`src/rtl/ctrl_pipe.sv`:
```
// Control-signal pipeline ID/EX -> EX/MEM -> MEM/WB with load-use stall and flush handling.
// Define CTRL_PIPE_HAZARD_EN to enable stall detection and the saturating stall counter.
module ctrl_pipe #(
    parameter int CNT_W = 16
) (
    input  logic             clk,
    input  logic             reset,
    input  logic [3:0]       id_AluControl,
    input  logic             id_regWrite,
    input  logic             id_AluSrc,
    input  logic             id_Branch,
    input  logic             id_memtoReg,
    input  logic             id_memRead,
    input  logic             id_memWrite,
    input  logic             id_MOVZ,
    input  logic [4:0]       id_rn,
    input  logic [4:0]       id_rm,
    input  logic [4:0]       id_rd,
    input  logic             flush,
    output logic [3:0]       ex_AluControl,
    output logic             ex_AluSrc,
    output logic             ex_MOVZ,
    output logic             mem_Branch,
    output logic             mem_memRead,
    output logic             mem_memWrite,
    output logic             wb_regWrite,
    output logic             wb_memtoReg,
    output logic [4:0]       ex_rd,
    output logic [4:0]       mem_rd,
    output logic [4:0]       wb_rd,
    output logic             stall,
    output logic [CNT_W-1:0] stall_count
);

    typedef struct packed {
        logic [3:0] alu_ctl;
        logic       reg_write;
        logic       alu_src;
        logic       branch;
        logic       memto_reg;
        logic       mem_read;
        logic       mem_write;
        logic       movz;
    } ex_ctl_t;

    typedef struct packed {
        logic branch;
        logic mem_read;
        logic mem_write;
        logic reg_write;
        logic memto_reg;
    } mem_ctl_t;

    typedef struct packed {
        logic reg_write;
        logic memto_reg;
    } wb_ctl_t;

    ex_ctl_t  ex_ctl_q, ex_ctl_d;
    mem_ctl_t mem_ctl_q, mem_ctl_d;
    wb_ctl_t  wb_ctl_q, wb_ctl_d;
    logic [4:0] ex_rd_q, ex_rd_d;
    logic [4:0] mem_rd_q, mem_rd_d;
    logic [4:0] wb_rd_q, wb_rd_d;

    always_comb begin
        ex_ctl_d  = '{alu_ctl: id_AluControl, reg_write: id_regWrite, alu_src: id_AluSrc,
                      branch: id_Branch, memto_reg: id_memtoReg, mem_read: id_memRead,
                      mem_write: id_memWrite, movz: id_MOVZ};
        ex_rd_d   = id_rd;
        mem_ctl_d = '{branch: ex_ctl_q.branch, mem_read: ex_ctl_q.mem_read,
                      mem_write: ex_ctl_q.mem_write, reg_write: ex_ctl_q.reg_write,
                      memto_reg: ex_ctl_q.memto_reg};
        mem_rd_d  = ex_rd_q;
        wb_ctl_d  = '{reg_write: mem_ctl_q.reg_write, memto_reg: mem_ctl_q.memto_reg};
        wb_rd_d   = mem_rd_q;
        // Flush kills the two younger stages but keeps their register addresses.
        if (flush) begin
            ex_ctl_d  = '0;
            mem_ctl_d = '0;
        end else if (stall) begin
            ex_ctl_d = '0;
            ex_rd_d  = '0;
        end
    end

    always_ff @(posedge clk) begin
        if (reset) begin
            ex_ctl_q  <= '0;
            mem_ctl_q <= '0;
            wb_ctl_q  <= '0;
            ex_rd_q   <= '0;
            mem_rd_q  <= '0;
            wb_rd_q   <= '0;
        end else begin
            ex_ctl_q  <= ex_ctl_d;
            mem_ctl_q <= mem_ctl_d;
            wb_ctl_q  <= wb_ctl_d;
            ex_rd_q   <= ex_rd_d;
            mem_rd_q  <= mem_rd_d;
            wb_rd_q   <= wb_rd_d;
        end
    end

`ifdef CTRL_PIPE_HAZARD_EN
    logic [CNT_W-1:0] stall_count_q, stall_count_d;

    // XZR is never a real producer, so it cannot create a dependency.
    assign stall = ex_ctl_q.mem_read && (ex_rd_q != 5'd31) &&
                   ((ex_rd_q == id_rn) || (ex_rd_q == id_rm)) && !flush;

    always_comb begin
        stall_count_d = stall_count_q;
        if (stall && (stall_count_q != {CNT_W{1'b1}}))
            stall_count_d = stall_count_q + CNT_W'(1);
    end

    always_ff @(posedge clk) begin
        if (reset) stall_count_q <= '0;
        else       stall_count_q <= stall_count_d;
    end

    assign stall_count = stall_count_q;
`else
    logic unused_src;
    assign unused_src  = ^{id_rn, id_rm};
    assign stall       = 1'b0;
    assign stall_count = '0;
`endif

    assign ex_AluControl = ex_ctl_q.alu_ctl;
    assign ex_AluSrc     = ex_ctl_q.alu_src;
    assign ex_MOVZ       = ex_ctl_q.movz;
    assign mem_Branch    = mem_ctl_q.branch;
    assign mem_memRead   = mem_ctl_q.mem_read;
    assign mem_memWrite  = mem_ctl_q.mem_write;
    assign wb_regWrite   = wb_ctl_q.reg_write;
    assign wb_memtoReg   = wb_ctl_q.memto_reg;
    assign ex_rd         = ex_rd_q;
    assign mem_rd        = mem_rd_q;
    assign wb_rd         = wb_rd_q;

endmodule

```
`config.mk`:
```
export PLATFORM = sky130hd
export DESIGN_NAME = ctrl_pipe
export DESIGN_NICKNAME = d
export VERILOG_FILES = /design/src/rtl/ctrl_pipe.sv
export SDC_FILE = /design/constraint.sdc
export NUM_CORES = 1
export LEC_CHECK = 0
export ABC_AREA = 1
export CAP_MARGIN = 20
export CORE_AREA = 3 3 66 56
export DETAILED_ROUTE_END_ITERATION = 6
export DIE_AREA = 0 0 69 59
export PLACE_DENSITY_LB_ADDON = 0.3
export SLEW_MARGIN = 20
export SYNTH_ARGS = -nofsm -noshare
export SYNTH_HDL_FRONTEND = slang
export SYNTH_SLANG_ARGS = --single-unit
```
`constraint.sdc`:
```
create_clock -name clk -period 2.45 [get_ports clk]
set_clock_uncertainty 0.15 [all_clocks]
set_input_delay 0.49 -clock clk [delete_from_list [all_inputs] [get_ports clk]]
set_output_delay 0.49 -clock clk [all_outputs]
set_load 0.01 [all_outputs]
```
==> out/results.ini, run 1 <==
[routing]
drc_errors = 0
drtIter0Drc = 15
ant_nets = 0
wl_met2_um = 857
firstDrtPassIters = 4
vias = 757
vias_per_cell = 3.57
wl_met3_um = 255
m1WireLength_um = 640
routed_wl_mm = 1.78
wl_per_cell_um = 8.42
top_layer_used = met4

[clock_tree]
cts_setup_buffers = 0
clockRootBuffer = clkbuf_8
clk_pin_slew_ps = 60
ctsResizeCount = 0
clockBufferDepth = 2
cts_tree = yes
clkSinkCount = 33
numCtsBuffers = 5
postCtsHoldBufs = 0
insertion_delay_ps = 280
cts-htree-levels = 2

[pwr]
power_frac_comb_pct = 10.5
power_density_nw_per_um2 = 652
vdd_drop_max_mv = 0.342
p_int_uw = 811
p_leak_nw = 0.733
pwr-share-clk_pct = 35.8
p_total_mw = 1.05
power.switching_uw = 235
switching_share_pct = 22.5
pwr-share-seq_pct = 53.7

[worst_setup_path]
crit_chain = clkdlybuf4s50_1
r2r_slack_ps = 1780
arrival_ps = 1140
timing.rr.end = mem_Branch$_SDFF_PP0_
worstSetupPathType = reg -> out
path_delay_family = buffers and inverters
cp_data_required_time_ps = 1810
start_kind = flop
slowest_delay_ps = 540
ff2ff_path_depth = 2
reg2reg_from = ex_ctl_q[4]$_SDFF_PP0_
slowest_stage = clkdlybuf4s50_1
worst-path-buf-inv = 1
critPathMaxFanout = 2
cp-end-kind = primary output

[floorplanning]
rows = 18
dieArea_um2 = 4070
ios = 72
chipWidth_um = 69
core_area_um2 = 3060
die_h_um = 59
start_util_pct = 37.6

[timing]
holdWs_ps = 256
fin_setup_tns_ps = 0
setup_viol = 0
fin_crit_ps = 1780
rsz0062_at_grt = false
fin_crit_sh_pct = 72.8
finalHoldViolations = 0
fmax_ghz = 0.560
drv_slew = 0

[yosys]
ys_warn_count = 0
synthTopCellsByArea = dfxtp_1, buf_4, inv_1, nor2_1, nor2_2
synthAdderAreaFrac_pct = 0
ys_types = 12
synthSimpleGateAreaFrac_pct = 14.3
synthDominantCellAreaShare_pct = 57.3
synthesis.area_um2 = 1150
yosysTopAreaCell = dfxtp_1
synth.ff_latch_count = 33
synthXorXnorAreaFrac_pct = 0
synth_cells = 127
syn_avg_cell_area_um2 = 9.07
synth-compound-area-share_pct = 0
muxShareOfSynthArea_pct = 0
synth_seq_area_share_pct = 57.3
synth_top_family_by_area = buffers and inverters

[global_route]
gr-total-overflow = 0
grt_antenna_before_repair = 0
grt_max_degree = 18
grt_pass1_vias = 667
grt_pass1_wl_mm = 2.80
grtUsageTotal_pct = 9.37

[flow_run]
maxCapViolations = 0

[final_layout]
synthToLayoutAreaGrowth_pct = 39.2
n_antenna_cell = 0
nets = 200
drive_above_1_share_pct = 11.6

[outcome]
status = finished clean

[min_path]
worstHoldPathCells = 2
min_to = wb_regWrite$_SDFF_PP0_
worstHoldPathType = reg -> reg
hold_path_startpoint = mem_ctl_q[1]$_SDFF_PP0_

[placement]
place_hpwl_mm = 1.40
gp_congestion = 0.709
io_buffers = 44

==> registers in the layout (all words and copies together) (netlist names) <==
signal	cells
ex_AluControl	4
ex_AluSrc	1
ex_MOVZ	1
ex_ctl_q	5
ex_rd	5
mem_Branch	1
mem_ctl_q	2
mem_memRead	1
mem_memWrite	1
mem_rd	5
wb_memtoReg	1
wb_rd	5
wb_regWrite	1
==> power by group through the flow <==
stage | clock, mW | sequential (mW) | combinational (mW)
after floorplan | 0 | 0.580 | 0.0691
after global placement | 0 | 0.573 | 0.108
after detailed placement | 0 | 0.574 | 0.110
after CTS | 0.392 | 0.562 | 0.111
after global routing | 0.414 | 0.563 | 0.120
final | 0.375 | 0.562 | 0.109
==> layout by cell type (no fill, tap or decap), types with 2 or more instances in the layout <==
cell type	n
clkdlybuf4s50_1	44
inv_1	34
dfxtp_1	33
nor2_1	23
conb_1	17
nor2_2	9
clkbuf_8	5
clkinv_2	2
==> synthesized netlist by cell type (all sizes together) <==
| cell type | count |
|---|---|
| nor2 | 33 |
| dfxtp | 33 |
| conb | 1 |
| nand2 | 1 |
| buf | 24 |
| inv | 35 |
==> logic make-up (layout without fill, tap and decap cells) <==
| kind of cell | count (synthesis) | count (layout) |
|---|---|---|
| flip-flops | 33 | 33 |
| AND/OR/NAND/NOR | 34 | 34 |
| buffers and inverters | 59 | 88 |
| other | 1 | 17 |
==> how the worst max path moves through the flow <==
stage                    startpoint                          end  cells past startpoint
2_1_floorplan                 reset  ex_AluControl[0]$_SDFF_PP0_                      5
3_3_place_gp                  reset  ex_AluControl[2]$_SDFF_PP0_                      4
3_5_place_dp                  reset      mem_ctl_q[0]$_SDFF_PP0_                      4
4_1_cts         ex_rd[1]$_SDFF_PP0_                     ex_rd[1]                      1
5_1_grt        mem_rd[4]$_SDFF_PP0_                    mem_rd[4]                      1
6_report        ex_rd[1]$_SDFF_PP0_                     ex_rd[1]                      1
==> metal layers <==
metal	vias up	global-route usage [%]
met3	3	6.10
met2	45	16.0
met1	317	8.03
met5	-	0
li1	392	-
met4	0	6.69
==> metrics by stage <==
step / setup WS [ps] / area [µm²] / util, % / std cells
finish: 666 / 1600 / 52.4 / 212
global route: 601 / 1600 / 52.4 / 212
CTS: 641 / 1600 / 52.4 / 212
detailed placement: 819 / 1520 / 49.7 / 204
global placement: 849 / 1520 / 49.7 / 204
floorplan: 1300 / 1210 / - / 143
==> final cells by class <==
cell class	count	area (µm²)
tap	40	50.0
multi-input combinational	51	229
fill	290	1460
inverter	35	134
sequential	33	661
clock buffer	6	72.6
clock inverter	2	10.0
timing repair buffer	45	448
==> tightest hold or removal path, stage by stage (launching register included) <==
cell and delay [ps]:
dfxtp_1 300, inv_1 40, nor2_1 30
(Power assumes the default switching activity.)
==> run 2, diff against run 1 <==
--- a/config.mk
+++ b/config.mk
@@ -7,9 +7,9 @@
 export LEC_CHECK = 0
 export ABC_AREA = 1
 export CAP_MARGIN = 20
-export CORE_AREA = 3 3 66 56
+export CORE_AREA = 3 3 68 57
 export DETAILED_ROUTE_END_ITERATION = 6
-export DIE_AREA = 0 0 69 59
+export DIE_AREA = 0 0 71 60
 export PLACE_DENSITY_LB_ADDON = 0.3
 export SLEW_MARGIN = 20
 export SYNTH_ARGS = -nofsm -noshare
==> constraint.sdc (replaced) <==
create_clock -name clk -period 1.75 [get_ports clk]
set_clock_uncertainty 0.15 [all_clocks]
set_input_delay 0.35 -clock clk [delete_from_list [all_inputs] [get_ports clk]]
set_output_delay 0.35 -clock clk [all_outputs]
set_load 0.01 [all_outputs]
==> out/results.ini, run 2 (same netlist as run 1, synthesis figures left out) <==
[outcome]
status = finished clean

[global_route]
grt_antenna_before_repair = 0
grt_pass1_vias = 751
grt_max_degree = 17
grtUsageTotal_pct = 10.3
gr-total-overflow = 0
grt_pass1_wl_mm = 3.08

[final_layout]
final_common_cell = clkdlybuf4s50_1
postLayoutCoreUtil_pct = 51.9
most-common-layout-cells = clkdlybuf4s50_1, inv_1, dfxtp_1
fin_area_um2 = 1640
synthToLayoutAreaGrowth_pct = 42.1
drive_above_1_share_pct = 11.6
nets = 200
n_antenna_cell = 0

[timing]
setup_viol = 0
drv_slew = 0
fin_crit_ps = 1670
fin_crit_sh_pct = 95.5
rsz0062_at_grt = false
fin_setup_tns_ps = 0
fmax_ghz = 0.598
finalHoldViolations = 0

[routing]
firstDrtPassIters = 4
drc_errors = 0
ant_nets = 0
drtIter0Drc = 19
wl_per_cell_um = 8.66
vias_per_cell = 3.58
routed_wl_mm = 1.84
vias = 759

[clock_tree]
cts_setup_buffers = 0
cts_tree = yes
clkSinkCount = 33
clockBufferDepth = 2
numCtsBuffers = 5
ctsResizeCount = 0
clockRootBuffer = clkbuf_8
cts-htree-levels = 2
clk_pin_slew_ps = 60
insertion_delay_ps = 280
postCtsHoldBufs = 0

[placement]
place_area_um2 = 1520
gp_congestion = 0.671
io_buffers = 44
place_hpwl_mm = 1.44

[floorplanning]
rows = 18
start_util_pct = 36.5
ios = 72
core_area_um2 = 3150
dieArea_um2 = 4260
chipWidth_um = 71
die_h_um = 60

[worst_setup_path]
start_kind = flop
cp-end-kind = primary output
worst-path-buf-inv = 1
crit_chain = clkdlybuf4s50_1
cp_data_required_time_ps = 1250
slowest_delay_ps = 550
worstSetupPathType = reg -> out
arrival_ps = 1170
path_delay_family = buffers and inverters
critPathMaxFanout = 2
slowest_stage = clkdlybuf4s50_1

[min_path]
worstHoldPathType = reg -> reg

[pwr]
power_frac_comb_pct = 9.3
power.switching_uw = 328
p_int_mw = 1.32
p_leak_nw = 0.746
p_total_mw = 1.65
pwr-share-clk_pct = 43.1
switching_share_pct = 19.9
pwr-share-seq_pct = 47.6
vdd_drop_max_mv = 0.593
power_density_nw_per_um2 = 1010

[flow_run]
maxCapViolations = 0

## run 2: changes by cell type in the layout (fill, tap and decap cells not counted), sizes merged
cell | before | now
clkinv | 2 | 0
bufinv | 0 | 1
clkbuf | 6 | 7
## run 2: final cells by class
cell class,count,area [µm²]
Multi-Input combinational cell,51,229
Inverter,35,134
Timing Repair Buffer,45,448
Clock inverter,1,30.0
Fill cell,303,1520
Clock buffer,7,86.3
Tap cell,40,50.0
Sequential cell,33,661
## run 2: metrics by stage
step / hold WS (ps) / worst slack, ps / instances
2_1_floorplan: 238 / 735 / 143
3_3_place_gp: 245 / 235 / 204
3_5_place_dp: 250 / 216 / 204
4_1_cts: 259 / 48.5 / 212
5_1_grt: 270 / 15.1 / 212
6_report: 254 / 78.3 / 212
## run 2: routing by layer
| layer | vias up | wire length (µm) | global-route usage, % |
|---|---|---|---|
| met5 | - | 0 | 0 |
| met4 | 0 | 46 | 5.63 |
| met3 | 6 | 273 | 7.90 |
| met2 | 42 | 924 | 18.2 |
| met1 | 319 | 591 | 8.22 |
| li1 | 392 | - | - |
## run 2: power groups by stage
stage / Clock (mW) / Sequential, mW / Combinational (mW)
2_1_floorplan: 0 / 0.811 / 0.0967
5_1_grt: 0.783 / 0.790 / 0.169
3_3_place_gp: 0 / 0.802 / 0.151
4_1_cts: 0.739 / 0.787 / 0.155
3_5_place_dp: 0 / 0.804 / 0.154
6_report: 0.712 / 0.787 / 0.153
## run 2: final timing paths
check,cells past startpoint,startpoint,to,slack (ps)
worst max-delay path,1,mem_rd[4]$_SDFF_PP0_,mem_rd[4],80
worst min-delay path,2,mem_ctl_q[0]$_SDFF_PP0_,wb_memtoReg$_SDFF_PP0_,250
worst max register to register,2,mem_rd[4]$_SDFF_PP0_,wb_rd[4]$_SDFF_PP0_,1060
worst min register to register,2,mem_ctl_q[0]$_SDFF_PP0_,wb_memtoReg$_SDFF_PP0_,250
==> run 3, diff against run 2 <==
--- a/config.mk
+++ b/config.mk
@@ -7,9 +7,9 @@
 export LEC_CHECK = 0
 export ABC_AREA = 1
 export CAP_MARGIN = 20
-export CORE_AREA = 3 3 68 57
+export CORE_AREA = 2 2 67 56
 export DETAILED_ROUTE_END_ITERATION = 6
-export DIE_AREA = 0 0 71 60
+export DIE_AREA = 0 0 69 58
 export PLACE_DENSITY_LB_ADDON = 0.3
 export SLEW_MARGIN = 20
 export SYNTH_ARGS = -nofsm -noshare
==> out/results.ini, run 3 (same netlist as run 1, synthesis figures left out) <==
[timing]
fin_crit_ps = 1660
finalHoldViolations = 0
fin_setup_tns_ps = 0
rsz0062_at_grt = false
fin_crit_sh_pct = 94.6
drv_slew = 0
setup_viol = 0
fmax_ghz = 0.604

[worst_setup_path]
worstSetupPathType = reg -> out
arrival_ps = 1160
slowest_delay_ps = 550
r2r_slack_ps = 1080
critPathMaxFanout = 2
ff2ff_path_depth = 2
cp-end-kind = primary output
reg2reg_from = ex_ctl_q[4]$_SDFF_PP0_
crit_chain = clkdlybuf4s50_1
cp_data_required_time_ps = 1250
worst-path-buf-inv = 1
path_depth = 1
start_kind = flop
slowest_stage = clkdlybuf4s50_1
timing.rr.end = mem_Branch$_SDFF_PP0_
startpoint = mem_rd[4]$_SDFF_PP0_
path_delay_family = buffers and inverters
critPathCapture = mem_rd[4]

[pwr]
vdd_drop_max_mv = 0.504
p_int_mw = 1.22
power.switching_uw = 317
power_frac_comb_pct = 9.9
pwr-share-clk_pct = 38.8
p_total_mw = 1.53
power_density_nw_per_um2 = 943
p_leak_nw = 0.742
switching_share_pct = 20.7
pwr-share-seq_pct = 51.3

[routing]
vias_per_cell = 3.52
wl_per_cell_um = 7.34
ant_nets = 0
drtIter0Drc = 22
routed_wl_mm = 1.57
drc_errors = 0
firstDrtPassIters = 4
vias = 753

[clock_tree]
cts_setup_buffers = 0
clockRootBuffer = clkbuf_8
ctsResizeCount = 0
postCtsHoldBufs = 0
insertion_delay_ps = 270
cts-htree-levels = 2
clkSinkCount = 33
numCtsBuffers = 5
clk_pin_slew_ps = 60
cts_tree = yes
clockBufferDepth = 2

[outcome]
status = finished clean

[placement]
place_hpwl_mm = 1.26
io_buffers = 44
gp_congestion = 0.668

[global_route]
grt_antenna_before_repair = 0
grt_pass1_vias = 684
grt_max_degree = 18
grtUsageTotal_pct = 8.86
grt_pass1_wl_mm = 2.66
gr-total-overflow = 0

[final_layout]
drive_above_1_share_pct = 12.2
most-common-layout-cells = clkdlybuf4s50_1, inv_1, dfxtp_1
final_common_cell = clkdlybuf4s50_1
postLayoutCoreUtil_pct = 48.8
synthToLayoutAreaGrowth_pct = 41.0
nets = 200
n_antenna_cell = 0

[floorplanning]
die_h_um = 58
start_util_pct = 34.6
dieArea_um2 = 4000
core_area_um2 = 3330
ios = 72
rows = 19
chipWidth_um = 69

[min_path]
worstHoldPathCells = 2
worstHoldPathType = reg -> reg

[flow_run]
maxCapViolations = 0

==> run 3: changes by cell type in the layout (fill, tap and decap cells not counted), sizes merged <==
cell / before / now
bufinv: 1 / 0
clkinv: 0 / 1
==> run 3: final cells by class <==
cell class,count,area [µm²]
fillers,319,1700
flip-flops and latches,33,661
repair buffers,45,448
multi-input cells,51,229
inverters,35,134
clock buffers,7,96.3
well taps,42,52.6
clock inverters,1,5.00
==> run 3: worst min path at each step <==
stage | startpoint | end | slack, ps
final | mem_ctl_q[0]$_SDFF_PP0_ | wb_memtoReg$_SDFF_PP0_ | 250
after global routing | mem_ctl_q[1]$_SDFF_PP0_ | wb_regWrite$_SDFF_PP0_ | 280
after CTS | mem_ctl_q[0]$_SDFF_PP0_ | wb_memtoReg$_SDFF_PP0_ | 250
after detailed placement | mem_ctl_q[0]$_SDFF_PP0_ | wb_memtoReg$_SDFF_PP0_ | 240
after global placement | mem_ctl_q[1]$_SDFF_PP0_ | wb_regWrite$_SDFF_PP0_ | 240
after floorplan | mem_ctl_q[0]$_SDFF_PP0_ | wb_memtoReg$_SDFF_PP0_ | 240
==> run 3: stage by stage <==
| stage | std cells | hold WS (ps) | worst slack [ps] | cell area [µm²] |
|---|---|---|---|---|
| after floorplan | 143 | 238 | 735 | 1210 |
| after global placement | 206 | 243 | 293 | 1520 |
| after detailed placement | 206 | 244 | 263 | 1520 |
| after CTS | 214 | 253 | 59.3 | 1630 |
| after global routing | 214 | 279 | 39.4 | 1630 |
| final | 214 | 251 | 93.8 | 1630 |
==> run 3: power groups by stage <==
| stage | combinational, mW | clock, mW | sequential [mW] |
|---|---|---|---|
| after global placement | 0.151 | 0 | 0.802 |
| after detailed placement | 0.154 | 0 | 0.804 |
| after CTS | 0.154 | 0.625 | 0.787 |
| final | 0.152 | 0.594 | 0.786 |
| after floorplan | 0.0967 | 0 | 0.811 |
| after global routing | 0.167 | 0.659 | 0.789 |
==> run 3: worst reg2reg max path, stage by stage (launching register included) <==
cell and delay, ps:
dfxtp_1 290, inv_1 80, nor2_4 40
==> run 3: per-layer routing <==
metal  wire length, µm  GRT usage (%)  vias to the layer above
met5                 0              0                        -
met4                 8           5.88                        0
met3               188           5.39                        2
met2               794           14.7                       40
met1               579           8.34                      317
li1                  -              -                      394
